### config.mk
export PLATFORM = sky130hd
export DESIGN_NAME = dvg_sequencer_flat
export DESIGN_NICKNAME = d
export VERILOG_FILES = /design/src/rtl/dvg_sequencer_if.sv /design/src/rtl/dvg_sequencer.sv /design/src/flat_wrapper.sv
export SDC_FILE = /design/constraint.sdc
export NUM_CORES = 1
export LEC_CHECK = 0
export CORE_UTILIZATION = 45
export CTS_BUF_LIST = sky130_fd_sc_hd__clkbuf_16
export DETAILED_ROUTE_END_ITERATION = 10
export DONT_BUFFER_PORTS = 1
export GPL_TIMING_DRIVEN = 0
export PLACE_DENSITY = 0.72
export SLEW_MARGIN = 20
export SYNTH_ARGS = -nofsm -noshare
export SYNTH_HDL_FRONTEND = slang
export SYNTH_SLANG_ARGS = --single-unit
### constraint.sdc
create_clock -name clk -period 4.9 [get_ports clk]
set_input_delay 0.49 -clock clk [delete_from_list [all_inputs] [get_ports clk]]
set_output_delay 0.49 -clock clk [all_outputs]
set_load 0.01 [all_outputs]
### src/rtl/dvg_sequencer_if.sv
// dvg_sequencer_if
//   Bundles the display-list fetch port and the draw-unit handshake of the
//   DVG sequencer.
//   master : sequencer side  (drives fetch_req/fetch_addr, instr_hi/lo, draw_go)
//   slave  : memory + draw unit side (drives fetch_ack/fetch_data, draw_done)
//   fetch_req/fetch_addr/fetch_ack/fetch_data : word fetch handshake
//   instr_hi/instr_lo/draw_go/draw_done        : vector op hand-off to draw unit
interface dvg_sequencer_if #(
  parameter int AW = 12
);
  logic          fetch_req;
  logic [AW-1:0] fetch_addr;
  logic          fetch_ack;
  logic [15:0]   fetch_data;
  logic [15:0]   instr_hi;
  logic [15:0]   instr_lo;
  logic          draw_go;
  logic          draw_done;

  modport master (
    output fetch_req, fetch_addr, instr_hi, instr_lo, draw_go,
    input  fetch_ack, fetch_data, draw_done
  );

  modport slave (
    input  fetch_req, fetch_addr, instr_hi, instr_lo, draw_go,
    output fetch_ack, fetch_data, draw_done
  );
endinterface

### src/rtl/dvg_sequencer.sv
// dvg_sequencer
//   Display-list sequencer: fetches 1/2-word instructions, runs JMPL/JSRL/RTSL
//   against an internal return stack, hands vector ops to the draw unit, and
//   guards every wait with a watchdog. Errors are sticky until the next start.
//   clk, reset_n       : clock / asynchronous active-low reset
//   start, start_addr  : 1-cycle run request and first instruction address
//   stop               : abort the running list, go back to IDLE
//   bus (master)       : fetch port and draw handshake (see dvg_sequencer_if)
//   blank, halted      : beam blank (low only while drawing), idle/error flag
//   stack_ptr          : return-stack occupancy 0..SD
//   err_*              : sticky overflow / underflow / watchdog errors
module dvg_sequencer #(
  parameter int AW      = 12,
  parameter int SD      = 4,
  parameter int TO_W    = 8,
  parameter int TIMEOUT = 200
) (
  input  logic          clk,
  input  logic          reset_n,
  input  logic          start,
  input  logic [AW-1:0] start_addr,
  input  logic          stop,
  dvg_sequencer_if.master bus,
  output logic          blank,
  output logic          halted,
  output logic [4:0]    stack_ptr,
  output logic          err_overflow,
  output logic          err_underflow,
  output logic          err_timeout
);

  typedef enum logic [2:0] {
    S_IDLE      = 3'd0,
    S_FETCH_HI  = 3'd1,
    S_FETCH_LO  = 3'd2,
    S_EXEC      = 3'd3,
    S_DRAW_WAIT = 3'd4,
    S_ERROR     = 3'd5
  } state_t;

  // Last waiting cycle that may still be rescued by ack/done.
  localparam logic [TO_W-1:0] WD_LAST = TO_W'(TIMEOUT - 1);
  localparam logic [4:0]      SD_FULL = 5'(SD);

  // Opcodes 0-A carry a second word.
  function automatic logic is_two_word(input logic [3:0] op);
    return (op <= 4'hA);
  endfunction

  // Vector ops handed to the draw unit: VCTR, LABS, SVEC.
  function automatic logic is_draw(input logic [3:0] op);
    return (op <= 4'hA) || (op == 4'hF);
  endfunction

  state_t          state_r, state_s;
  logic [AW-1:0]   pc_r, pc_s;
  logic [4:0]      sp_r, sp_s;
  logic [15:0]     hi_r, hi_s, lo_r, lo_s;
  logic [TO_W-1:0] wd_r, wd_s, wd_inc_s;
  logic            ovf_r, ovf_s, unf_r, unf_s, tmo_r, tmo_s;
  logic            fetch_req_r, draw_go_r, blank_r, halted_r;
  logic            push_s;
  logic [3:0]      pop_idx_s;
  // Sized for the maximum depth; only entries below SD are ever touched.
  logic [AW-1:0]   stack_r [0:15];

  // Next-state, datapath and watchdog decision for the current state.
  always_comb begin
    state_s   = state_r;
    pc_s      = pc_r;
    sp_s      = sp_r;
    hi_s      = hi_r;
    lo_s      = lo_r;
    ovf_s     = ovf_r;
    unf_s     = unf_r;
    tmo_s     = tmo_r;
    wd_inc_s  = wd_r;
    push_s    = 1'b0;
    // sp[3:0]-1 also yields 15 when sp==16, so the top of a full 16-deep stack is reachable.
    pop_idx_s = sp_r[3:0] - 4'd1;

    if (stop && (state_r != S_IDLE)) begin
      state_s = S_IDLE;
    end else if (start && ((state_r == S_IDLE) || (state_r == S_ERROR))) begin
      pc_s    = start_addr;
      sp_s    = 5'd0;
      ovf_s   = 1'b0;
      unf_s   = 1'b0;
      tmo_s   = 1'b0;
      state_s = S_FETCH_HI;
    end else begin
      case (state_r)
        S_FETCH_HI: begin
          if (bus.fetch_ack) begin
            hi_s    = bus.fetch_data;
            pc_s    = pc_r + 1'b1;
            state_s = is_two_word(bus.fetch_data[15:12]) ? S_FETCH_LO : S_EXEC;
          end else if (wd_r == WD_LAST) begin
            tmo_s   = 1'b1;
            state_s = S_ERROR;
          end else begin
            wd_inc_s = wd_r + 1'b1;
          end
        end
        S_FETCH_LO: begin
          if (bus.fetch_ack) begin
            lo_s    = bus.fetch_data;
            pc_s    = pc_r + 1'b1;
            state_s = S_EXEC;
          end else if (wd_r == WD_LAST) begin
            tmo_s   = 1'b1;
            state_s = S_ERROR;
          end else begin
            wd_inc_s = wd_r + 1'b1;
          end
        end
        S_EXEC: begin
          if (is_draw(hi_r[15:12])) begin
            state_s = S_DRAW_WAIT;
          end else begin
            case (hi_r[15:12])
              4'hB: state_s = S_IDLE;
              4'hC: begin
                if (sp_r == SD_FULL) begin
                  ovf_s   = 1'b1;
                  state_s = S_ERROR;
                end else begin
                  push_s  = 1'b1;
                  sp_s    = sp_r + 5'd1;
                  pc_s    = hi_r[AW-1:0];
                  state_s = S_FETCH_HI;
                end
              end
              4'hD: begin
                if (sp_r == 5'd0) begin
                  unf_s   = 1'b1;
                  state_s = S_ERROR;
                end else begin
                  sp_s    = sp_r - 5'd1;
                  pc_s    = stack_r[pop_idx_s];
                  state_s = S_FETCH_HI;
                end
              end
              4'hE: begin
                pc_s    = hi_r[AW-1:0];
                state_s = S_FETCH_HI;
              end
              default: state_s = S_IDLE;
            endcase
          end
        end
        S_DRAW_WAIT: begin
          if (bus.draw_done) begin
            state_s = S_FETCH_HI;
          end else if (wd_r == WD_LAST) begin
            tmo_s   = 1'b1;
            state_s = S_ERROR;
          end else begin
            wd_inc_s = wd_r + 1'b1;
          end
        end
        S_IDLE:  state_s = S_IDLE;
        S_ERROR: state_s = S_ERROR;
        default: state_s = S_IDLE;
      endcase
    end

    // Every state change lands in a fresh wait (or a state that ignores the
    // counter), so clearing on any change implements "clear on entry".
    wd_s = (state_s != state_r) ? '0 : wd_inc_s;
  end

  // State, datapath and registered output flags.
  always_ff @(posedge clk or negedge reset_n) begin
    if (!reset_n) begin
      state_r     <= S_IDLE;
      pc_r        <= '0;
      sp_r        <= 5'd0;
      hi_r        <= 16'h0000;
      lo_r        <= 16'h0000;
      wd_r        <= '0;
      ovf_r       <= 1'b0;
      unf_r       <= 1'b0;
      tmo_r       <= 1'b0;
      fetch_req_r <= 1'b0;
      draw_go_r   <= 1'b0;
      blank_r     <= 1'b1;
      halted_r    <= 1'b1;
    end else begin
      state_r     <= state_s;
      pc_r        <= pc_s;
      sp_r        <= sp_s;
      hi_r        <= hi_s;
      lo_r        <= lo_s;
      wd_r        <= wd_s;
      ovf_r       <= ovf_s;
      unf_r       <= unf_s;
      tmo_r       <= tmo_s;
      fetch_req_r <= (state_s == S_FETCH_HI) || (state_s == S_FETCH_LO);
      draw_go_r   <= (state_s == S_EXEC) && is_draw(hi_s[15:12]);
      blank_r     <= (state_s != S_DRAW_WAIT);
      halted_r    <= (state_s == S_IDLE) || (state_s == S_ERROR);
    end
  end

  // Return-stack storage; contents deliberately survive reset.
  always_ff @(posedge clk) begin
    if (push_s) begin
      stack_r[sp_r[3:0]] <= pc_r;
    end
  end

  assign bus.fetch_req  = fetch_req_r;
  assign bus.fetch_addr = pc_r;
  assign bus.instr_hi   = hi_r;
  assign bus.instr_lo   = lo_r;
  assign bus.draw_go    = draw_go_r;
  assign blank          = blank_r;
  assign halted         = halted_r;
  assign stack_ptr      = sp_r;
  assign err_overflow   = ovf_r;
  assign err_underflow  = unf_r;
  assign err_timeout    = tmo_r;

endmodule

### src/flat_wrapper.sv
// flat-port wrapper written by rule: the top's interface ports become plain ports
module dvg_sequencer_flat 
#(
  parameter int AW      = 12,
  parameter int SD      = 4,
  parameter int TO_W    = 8,
  parameter int TIMEOUT = 200
)
  (clk, reset_n, start, start_addr, stop, blank, halted, stack_ptr, err_overflow, err_underflow, err_timeout, bus_fetch_req, bus_fetch_addr, bus_instr_hi, bus_instr_lo, bus_draw_go, bus_fetch_ack, bus_fetch_data, bus_draw_done);
  dvg_sequencer_if #(.AW(AW)) bus_i ();
  input  logic clk;
  input  logic reset_n;
  input  logic start;
  input  logic [AW-1:0] start_addr;
  input  logic stop;
  output logic blank;
  output logic halted;
  output logic [4:0] stack_ptr;
  output logic err_overflow;
  output logic err_underflow;
  output logic err_timeout;
  output wire logic [$bits(bus_i.fetch_req)-1:0] bus_fetch_req;
  output wire logic [$bits(bus_i.fetch_addr)-1:0] bus_fetch_addr;
  output wire logic [$bits(bus_i.instr_hi)-1:0] bus_instr_hi;
  output wire logic [$bits(bus_i.instr_lo)-1:0] bus_instr_lo;
  output wire logic [$bits(bus_i.draw_go)-1:0] bus_draw_go;
  input wire logic [$bits(bus_i.fetch_ack)-1:0] bus_fetch_ack;
  input wire logic [$bits(bus_i.fetch_data)-1:0] bus_fetch_data;
  input wire logic [$bits(bus_i.draw_done)-1:0] bus_draw_done;
  assign bus_fetch_req = bus_i.fetch_req;
  assign bus_fetch_addr = bus_i.fetch_addr;
  assign bus_instr_hi = bus_i.instr_hi;
  assign bus_instr_lo = bus_i.instr_lo;
  assign bus_draw_go = bus_i.draw_go;
  assign bus_i.fetch_ack = bus_fetch_ack;
  assign bus_i.fetch_data = bus_fetch_data;
  assign bus_i.draw_done = bus_draw_done;
  dvg_sequencer #(.AW(AW), .SD(SD), .TO_W(TO_W), .TIMEOUT(TIMEOUT)) u_core (.clk(clk), .reset_n(reset_n), .start(start), .start_addr(start_addr), .stop(stop), .bus(bus_i), .blank(blank), .halted(halted), .stack_ptr(stack_ptr), .err_overflow(err_overflow), .err_underflow(err_underflow), .err_timeout(err_timeout));
endmodule
* Yosys cells after proc, flatten, opt, wreduce, memory -nomap -nowiden
Memory sizes are Yosys's and may differ from the RTL's.
Cells that the tools add are included.
** Cells by class
- Bitwise gates (word level) :: 2
- Mux-type cells :: 59
- Magnitude comparators :: 3
- Add/subtract/negate cells :: 5
- Equality and inequality tests :: 32
- Reductions and logical operators :: 30
** Operator list (count)
- two-way mux 16 bit :: 4
- two-way mux 12 bit :: 5
- two-way mux 8 bit :: 6
- case mux 12 bit (3 select lines) :: 1
- two-way mux 3 bit :: 9
- two-way mux 5 bit :: 5
- case mux 12 bit (2 select lines) :: 1
- two-way mux 1 bit :: 23
- != test 3 x 2 -> 1 bit (second input constant) :: 7
- == test 4 bit (second input constant) :: 5
- case mux 8 bit (2 select lines) :: 1
- case mux 3 bit (5 select lines) :: 1
- AND reduction 5 bit :: 3
- nonzero test 3 bit :: 5
- adder 12 x 1 -> 12 bit (second input constant) :: 1
- == test 3 x 2 -> 1 bit (second input constant) :: 4
- <= comparator 4 bit (second input constant) :: 3
- AND reduction 4 bit :: 3
- case mux 5 bit (2 select lines) :: 1
- nonzero test 2 bit :: 5
- == test 3 bit (second input constant) :: 3
- case mux 3 bit (3 select lines) :: 1
- adder 8 x 1 -> 8 bit (second input constant) :: 1
- == test 8 bit (second input constant) :: 1
- other kinds (21) :: 32
** Storage, ports and cells
- Bits in writable memories :: 192
- Register bits :: 67
- Input port bits :: 34
- Memories :: 1
- Word-level logic and storage cells :: 146
- Output and inout bits :: 56
** Memory list
- u_core.stack_r :: words 16, width 12, read ports 1, clocked after Yosys merged registers in 0, wr ports 1, RTL line dvg_sequencer.sv:65 : logic [AW-1:0] stack_r [0:15];

* Longest topological paths before layout
Gate-level depths: netlist (run 1).
- Depth in word-level cells :: 10
- Depth in mapped cells :: 14
- Gate-level depth less buffers :: 8

* Least setup slack after synthesis (run 1)
Ideal clock, no wire load.
- Kind :: reg2reg
- From :: reg u_core.sp_r[0] (netlist: u_core.stack_ptr[0])
- To :: mem u_core.stack_r[11][0], enable pin
- Slack :: 1648 ps
- Arrival time :: 2872 ps
- Library setup time :: 380 ps
- Clock period less this slack :: 3252 ps
- Buffers on the path :: 4
- Cell stages (with the launch flop) :: 11
- Cells stage by stage :: dfrtp_1 buf_6 buf_6 buf_4 buf_2 inv_1 ha_1 nor3b_1 nor4_1 nand2_1 nor2_1
** On the way
- Cells in the longest elaborated chain, start to end :: 9
** Ends and longest elaborated chain
- start: declaration :: RTL line dvg_sequencer.sv:57 : logic [4:0] sp_r, sp_s;
- start signal: assignment :: RTL line dvg_sequencer.sv:192 : sp_r <= sp_s;
- == test 5 x 3 -> 1 bit :: RTL line dvg_sequencer.sv:124 : if (sp_r == SD_FULL) begin
- two-way mux 1 bit :: RTL line dvg_sequencer.sv:124
- two-way mux 1 bit :: RTL line dvg_sequencer.sv:121 : case (hi_r[15:12])
- two-way mux 1 bit :: RTL line dvg_sequencer.sv:118 : if (is_draw(hi_r[15:12])) begin
- two-way mux 1 bit :: RTL line dvg_sequencer.sv:92 : case (state_r)
- two-way mux 1 bit :: RTL line dvg_sequencer.sv:84 : end else if (start && ((state_r == S_IDLE) || (state_r == S_ERROR))) begin
- two-way mux 1 bit :: RTL line dvg_sequencer.sv:82 : if (stop && (state_r != S_IDLE)) begin
- two-way mux 1 bit :: RTL line dvg_sequencer.sv:208 : if (push_s) begin
- two-way mux 1 bit (implied by the code) :: RTL line dvg_sequencer.sv:209 : stack_r[sp_r[3:0]] <= pc_r;
- end: declaration :: RTL line dvg_sequencer.sv:65
Several ways; a longest one is shown, not always the timed one.

* Worst setup path after layout (run 1)
- From :: reg u_core.sp_r[0] (netlist: u_core.stack_ptr[0])
- To :: reg u_core.pc_r[9] (netlist: u_core.bus.fetch_addr[9])
** On the way
- Cells in the longest elaborated chain, start to end :: 7
- Elaborated cells between the ends (all ways) :: 12
** Ends and longest elaborated chain
- subtractor 4 x 1 -> 4 bit :: RTL line dvg_sequencer.sv:80 : pop_idx_s = sp_r[3:0] - 4'd1;
- memory read (16 x 12 bit)
- two-way mux 12 bit :: RTL line dvg_sequencer.sv:135 : if (sp_r == 5'd0) begin
- case mux 12 bit (3 select lines) :: RTL line dvg_sequencer.sv:121
- two-way mux 12 bit :: RTL line dvg_sequencer.sv:118
- case mux 12 bit (2 select lines) :: RTL line dvg_sequencer.sv:92
- two-way mux 12 bit :: RTL line dvg_sequencer.sv:84
- end signal: assignment :: RTL line dvg_sequencer.sv:191 : pc_r <= pc_s;
- end: declaration :: RTL line dvg_sequencer.sv:56 : logic [AW-1:0] pc_r, pc_s;
Several ways; a longest one is shown, not always the timed one. The select of a mux whose other input is x is not followed.
A chain may end at the register's enable or synchronous reset.

==> results of run 1 <==
==> final cells by class <==
cell class                 instances  area, um2
clock buffer                      26        651
sequential                       259       7440
tap                              324        405
antenna                            1       2.50
multi-input combinational        416       3680
timing repair buffer              12        176
fill                            1992      11800
buffer                            39        208
clock inverter                    20        121
inverter                          11       41.3
==> per-layer routing <==
metal / global-route usage (%) / part of all wire [%]
met3: 4.44 / 8.5
met2: 34.7 / 49
met4: 6.28 / 2.6
met1: 29.0 / 40
met5: 0 / 0
==> synthesized netlist by cell type (7+ instances only) <==
master	n
xor2_1	13
dfrtp_1	65
and2_1	8
mux4_2	51
nand3_1	17
mux2_1	10
nor2_1	49
nor3_1	10
o31ai_1	7
buf_2	16
mux2_2	20
o21ai_0	16
a21oi_1	25
edfxtp_1	192
xnor2_1	8
inv_1	10
nand2_1	50
mux2i_1	13
clkbuf_1	11
ha_1	8
==> where the power goes <==
group	switching (mW)	leakage [nW]	internal, mW
registers	0.513	2.57	2.79
clock network	0.813	0.417	1.01
logic	0.497	1.45	0.365
==> worst reg2reg max path, cell delays in order, from the launching register on <==
cell,delay [ns]
dfrtp_1,0.51
buf_6,0.20
buf_6,0.19
buf_4,0.28
buf_2,0.36
inv_1,0.24
ha_1,0.39
buf_2,0.29
clkbuf_1,0.64
mux4_2,0.35
mux2i_1,0.10
a211oi_1,0.52
o21ai_1,0.14
a21oi_1,0.15
==> registers in the layout, indices dropped and copies added, names as in the netlist <==
register	count
u_core.bus.draw_go	1
u_core.halted	1
u_core.bus.fetch_addr	12
u_core.wd_r	8
u_core.stack_r	192
u_core.stack_ptr	5
u_core.err_underflow	1
u_core.bus.instr_lo	16
u_core.blank	1
u_core.state_r	3
u_core.bus.instr_hi	16
u_core.err_overflow	1
u_core.bus.fetch_req	1
u_core.err_timeout	1
==> path summary, 6_finish.rpt <==
kind,startpoint,endpoint,slack [ns],cells after the start
worst max-delay path,u_core.stack_ptr[0]$_DFFE_PN0P_,u_core.bus.fetch_addr[9]$_DFFE_PN0P_,0.45,13
worst min-delay path,bus_fetch_data[9],u_core.bus.instr_lo[9]$_DFFE_PN0P_,0.08,1
worst max register to register,u_core.stack_ptr[0]$_DFFE_PN0P_,u_core.bus.fetch_addr[9]$_DFFE_PN0P_,0.45,13
worst min register to register,u_core.wd_r[1]$_DFFE_PN0P_,u_core.wd_r[1]$_DFFE_PN0P_,0.55,2
max in group asynchronous,reset_n,u_core.halted$_DFF_PN1_,4.04,2
min in group asynchronous,reset_n,u_core.wd_r[4]$_DFFE_PN0P_,0.56,2
==> logic make-up (layout without fill, tap and decap cells) <==
logic type               count (synthesis)  in the layout
flip-flops                             259            259
AND/OR/NAND/NOR                        182            182
AO/OA/AOI/OAI                          106            106
multiplexers                            97             97
buffers and inverters                   50            108
XOR/XNOR                                23             23
adder cells (fa/ha/maj)                  8              8
other                                    0              1
==> timing repair <==
item | 4_1_cts | 5_1_grt
setup buffers | 0 | 0
endpoints found under the setup margin | 0 | 0
hold buffers | 2 | 0
hold endpoints to repair | 67 | 0
==> flow_metrics.py, run 1 <==
metrics = {
    "outcome": {
        "outcome": "complete, no violations",
    },
    "clocking": {
        "ctsResizeCount": 0,
        "clock_sinks": 259,
        "htreeDepth": 1,
        "cts_tree": "yes",
        "clk_pin_slew_worst_paths_ns": 0.06,
        "root_buffer": "clkbuf_16",
        "cts_buffer_depth": 3,
        "numCtsBuffers": 26,
        "clk_latency_ns": 0.54,
    },
    "floorplanning": {
        "start_util_pct": 46.2,
        "chipWidth_um": 161,
        "fp-row-count": 57,
        "ios": 90,
        "fp.dieH_um": 161,
        "die-area_um2": 25800,
        "coreArea_um2": 24500,
    },
    "worst_setup_path": {
        "crit_path_cell_trace": "buf_6, buf_6, buf_4, buf_2, inv_1, ha_1, buf_2, clkbuf_1, mux4_2, mux2i_1, a211oi_1, o21ai_1, a21oi_1",
        "crit_slowest_cell": "clkbuf_1",
        "crit_arrival_ns": 4.91,
        "worstPathMaxFanout": 10,
        "start_kind": "flip-flop",
        "cp.required_ns": 5.36,
        "cp_num_buf_inv": 7,
        "end_kind": "flip-flop",
        "criticalPathCategory": "reg2reg",
        "critical-path-top-delay-family": "buffers and inverters",
        "cpPeakStageDelay_ns": 0.64,
    },
    "power_and_ir_drop": {
        "peakVddDrop_mv": 0.329,
        "power_density_nw_per_um2": 471,
        "leakage_nw": 4.44,
        "power_mw": 5.99,
    },
    "logic_synthesis": {
        "synth-compound-area-share_pct": 6.68,
        "synth_xor_area_share_pct": 1.91,
        "synth_top_family_by_area": "multiplexers",
        "synthTopCellsByArea": "edfxtp_1, dfrtp_1, mux4_2",
        "synthSimpleGateAreaFrac_pct": 7.95,
        "yosys_most_used_dff": "edfxtp_1",
        "ys_async_sr_fraction_pct": 25.9,
        "synth_mux_area_share_pct": 14.7,
        "yosysTopAreaCell": "edfxtp_1",
        "avgSynthCellArea_um2": 15.6,
        "syn-num-nets": 767,
        "synthCells": 725,
        "yosysTopAreaCellShare_pct": 50.9,
        "yosys_register_bits": 259,
        "synth_fa_ha_area_share_pct": 0.883,
        "synth_edf_count": 192,
        "synth.distinct_cells": 77,
        "ys_seq_area_share_pct": 65.7,
        "yosys_warnings": 0,
        "syn-cell-area_um2": 11300,
    },
    "sta": {
        "worst_slew_pin_slew_ns": 1.05,
        "setup_viol": 0,
        "relSlewSlack_pct": 29.4,
        "finClkSkew_ns": 0.00738,
        "rsz0062_at_grt": "false",
        "holdWs_ns": 0.0838,
        "setup_tns_ns": 0,
        "hold_violations": 0,
        "layout_min_cycle_time_ns": 4.45,
        "fmax_mhz": 225,
        "setup_slack_ns": 0.454,
        "final.period_utilization_pct": 90.7,
        "slew_viol_final": 0,
    },
    "place": {
        "place_worst_setup_slack_ns": 0.434,
        "dp_hpwl_mm": 18.5,
        "routabilityCongestion": 0.915,
        "place_inst": 1059,
        "placed_area_um2": 11900,
        "port_buffers": 0,
    },
    "cells_and_area": {
        "areaGrowthSynthToFinish_pct": 12.3,
        "nets": 807,
        "layout-drive-gt1-share_pct": 22.3,
        "layout_common_cells": "edfxtp_1, dfrtp_1, mux4_2",
        "finalCoreUtilization_pct": 51.9,
        "final_cell_area_um2": 12700,
        "instances_no_fill": 1108,
        "layout_commonest_cell": "edfxtp_1",
    },
    "routing": {
        "post_drt_wl_per_cell_um": 24.6,
        "antenna_left": 0,
        "vias_per_cell": 6.08,
        "drt-initial-drc-count": 761,
        "dr_total_vias": 6740,
        "wirelength_mm": 27.2,
        "drc_errors": 0,
        "first_pass_iters": 7,
    },
    "grt": {
        "grt_max_degree": 68,
        "grt_pass1_vias": 6677,
        "overflow": 0,
        "grt_first_pass_wirelength_mm": 41.1,
        "antenna_found_initial": 1,
        "grtUsageTotal_pct": 21.3,
    },
    "flow_run": {
        "drv_cap": 0,
    },
    "min_path": {
        "hp-class": "in2reg",
    },
}
Power figures use the tool's default switching activity.
==> run 2, diff against run 1 <==
==> constraint.sdc (replaced) <==
create_clock -name clk -period 4.55 [get_ports clk]
set_input_delay 0.455 -clock clk [delete_from_list [all_inputs] [get_ports clk]]
set_output_delay 0.455 -clock clk [all_outputs]
set_load 0.01 [all_outputs]
==> flow_metrics.py, run 2 (same netlist as run 1, synthesis figures left out) <==
metrics = {
    "outcome": {
        "outcome": "complete, no violations",
    },
    "clocking": {
        "clk_pin_slew_worst_paths_ns": 0.06,
        "cts_setup_buffers": 0,
        "clk_latency_ns": 0.53,
        "root_buffer": "clkbuf_16",
        "clock_sinks": 259,
        "cts_buffer_depth": 3,
        "htreeDepth": 1,
        "cts_tree": "yes",
        "numCtsBuffers": 26,
    },
    "grt": {
        "overflow": 0,
        "grt_pass1_vias": 6677,
        "grtUsageTotal_pct": 21.3,
        "antenna_found_initial": 1,
        "grt_first_pass_wirelength_mm": 41.1,
        "grt_max_degree": 68,
    },
    "worst_setup_path": {
        "worstPathMaxFanout": 12,
        "criticalPathCategory": "reg2reg",
        "critical-path-top-delay-family": "simple AND/OR/NAND/NOR gates",
        "crit_path_cell_trace": "buf_6, buf_6, buf_4, buf_2, inv_1, ha_1, nor3b_1, nor4_1, nand2_1, nor2_2",
        "start_kind": "flip-flop",
        "crit_slowest_cell": "nor2_2",
        "cp_num_buf_inv": 5,
        "cp_common_cell": "buf_6",
        "cpPeakStageDelay_ns": 0.80,
        "end_kind": "flip-flop",
        "cp.required_ns": 4.70,
        "crit_arrival_ns": 4.42,
    },
    "cells_and_area": {
        "areaGrowthSynthToFinish_pct": 12.3,
        "layout_commonest_cell": "edfxtp_1",
        "layout_common_cells": "edfxtp_1, dfrtp_1, mux4_2",
        "finalCoreUtilization_pct": 51.9,
        "final_cell_area_um2": 12700,
        "nets": 806,
        "instances_no_fill": 1107,
        "layout-drive-gt1-share_pct": 22.4,
        "largest_reg_flops": 192,
    },
    "routing": {
        "vias_per_cell": 6.07,
        "first_pass_iters": 7,
        "wirelength_mm": 27.1,
        "drt-initial-drc-count": 845,
        "drc_errors": 0,
        "dr_total_vias": 6719,
        "post_drt_wl_per_cell_um": 24.5,
        "antenna_left": 0,
    },
    "place": {
        "place_inst": 1059,
        "dp_hpwl_mm": 18.5,
        "routabilityCongestion": 0.915,
        "placed_area_um2": 11900,
        "port_buffers": 0,
    },
    "sta": {
        "final.period_utilization_pct": 93.9,
        "worst_slew_pin_slew_ns": 1.05,
        "slew_viol_final": 0,
        "setup_tns_ns": 0,
        "layout_min_cycle_time_ns": 4.27,
        "relSlewSlack_pct": 29.6,
        "fmax_mhz": 234,
        "setup_viol": 0,
        "hold_violations": 0,
        "rsz0062_at_grt": "true",
        "finClkSkew_ns": 0.00649,
    },
    "power_and_ir_drop": {
        "power_density_nw_per_um2": 506,
        "leakage_nw": 4.44,
        "peakVddDrop_mv": 0.358,
        "combPwrFrac_pct": 14.4,
        "seq_power_share_pct": 55.2,
        "swShare_pct": 30.3,
        "intPower_mw": 4.49,
        "p_sw_mw": 1.95,
        "power_mw": 6.44,
        "clockPowerShare_pct": 30.4,
    },
    "floorplanning": {
        "coreArea_um2": 24500,
        "start_util_pct": 46.2,
        "chipWidth_um": 161,
        "fp-row-count": 57,
        "die-area_um2": 25800,
        "ios": 90,
        "fp.dieH_um": 161,
    },
    "min_path": {
        "hp-class": "in2reg",
    },
    "flow_run": {
        "drv_cap": 0,
    },
}
[run 2: cell types whose count changed in the layout (fill, tap and decap cells not counted)]
cell	change
nor2_2	-1
clkbuf_1	-1
nor2_4	+1
[run 2: worst reg2reg max path, stage by stage (launching register included)]
cell     delay, ns
dfrtp_1       0.51
buf_6         0.20
buf_6         0.20
buf_4         0.28
buf_2         0.35
inv_1         0.25
ha_1          0.30
nor3b_1       0.15
nor4_1        0.55
nand2_1       0.30
nor2_2        0.80
[run 2: metal layers]
layer	GRT usage (%)	vias up	share of wire, %
met3	4.44	51	9.1
li1	-	2913	-
met4	6.28	0	2.6
met2	34.7	331	49
met5	0	-	0
met1	29.0	3424	39
[run 2: power groups by stage]
stage	registers [mW]	logic (mW)	clock network, mW
global placement	3.60	0.872	0
detailed placement	3.62	0.892	0
finish	3.56	0.925	1.96
CTS	3.57	0.914	1.97
floorplan	3.41	0.710	0
global route	3.61	1.01	2.06
[run 2: final timing paths]
| path | from | to | slack (ns) | depth (start not counted) |
|---|---|---|---|---|
| min reg2reg | u_core.wd_r[7]$_DFFE_PN0P_ | u_core.wd_r[7]$_DFFE_PN0P_ | 0.54 | 2 |
| max in group asynchronous | reset_n | u_core.halted$_DFF_PN1_ | 3.73 | 2 |
| min in group asynchronous | reset_n | u_core.wd_r[4]$_DFFE_PN0P_ | 0.52 | 2 |
| max reg2reg | u_core.stack_ptr[0]$_DFFE_PN0P_ | u_core.stack_r[15][0]$_DFFE_PP_ | 0.28 | 10 |
| max | u_core.stack_ptr[0]$_DFFE_PN0P_ | u_core.stack_r[15][0]$_DFFE_PP_ | 0.28 | 10 |
| min | bus_fetch_data[11] | u_core.bus.instr_lo[11]$_DFFE_PN0P_ | 0.05 | 1 |
[run 2: cell type report]
cell class                      count  area (um2)
Antenna cell                        1        2.50
Buffer                             38         204
Clock buffer                       26         651
Clock inverter                     20         121
Fill cell                        1993       11800
Inverter                           11        41.3
Multi-Input combinational cell    416        3680
Sequential cell                   259        7440
Tap cell                          324         405
Timing Repair Buffer               12         176
[run 2: what timing repair did]
item,CTS,global route
hold endpoints to repair,67,0
gates resized for setup,0,1
setup endpoints to repair,0,28
hold buffers,2,0
[run 2: stage by stage]
stage	setup WS, ns	hold slack (ns)
2_1_floorplan	1.30	0.159
3_3_place_gp	-0.0771	0.161
3_5_place_dp	0.0841	0.161
4_1_cts	0.0351	0.0405
5_1_grt	-0.0560	0.0394
6_report	0.279	0.0546
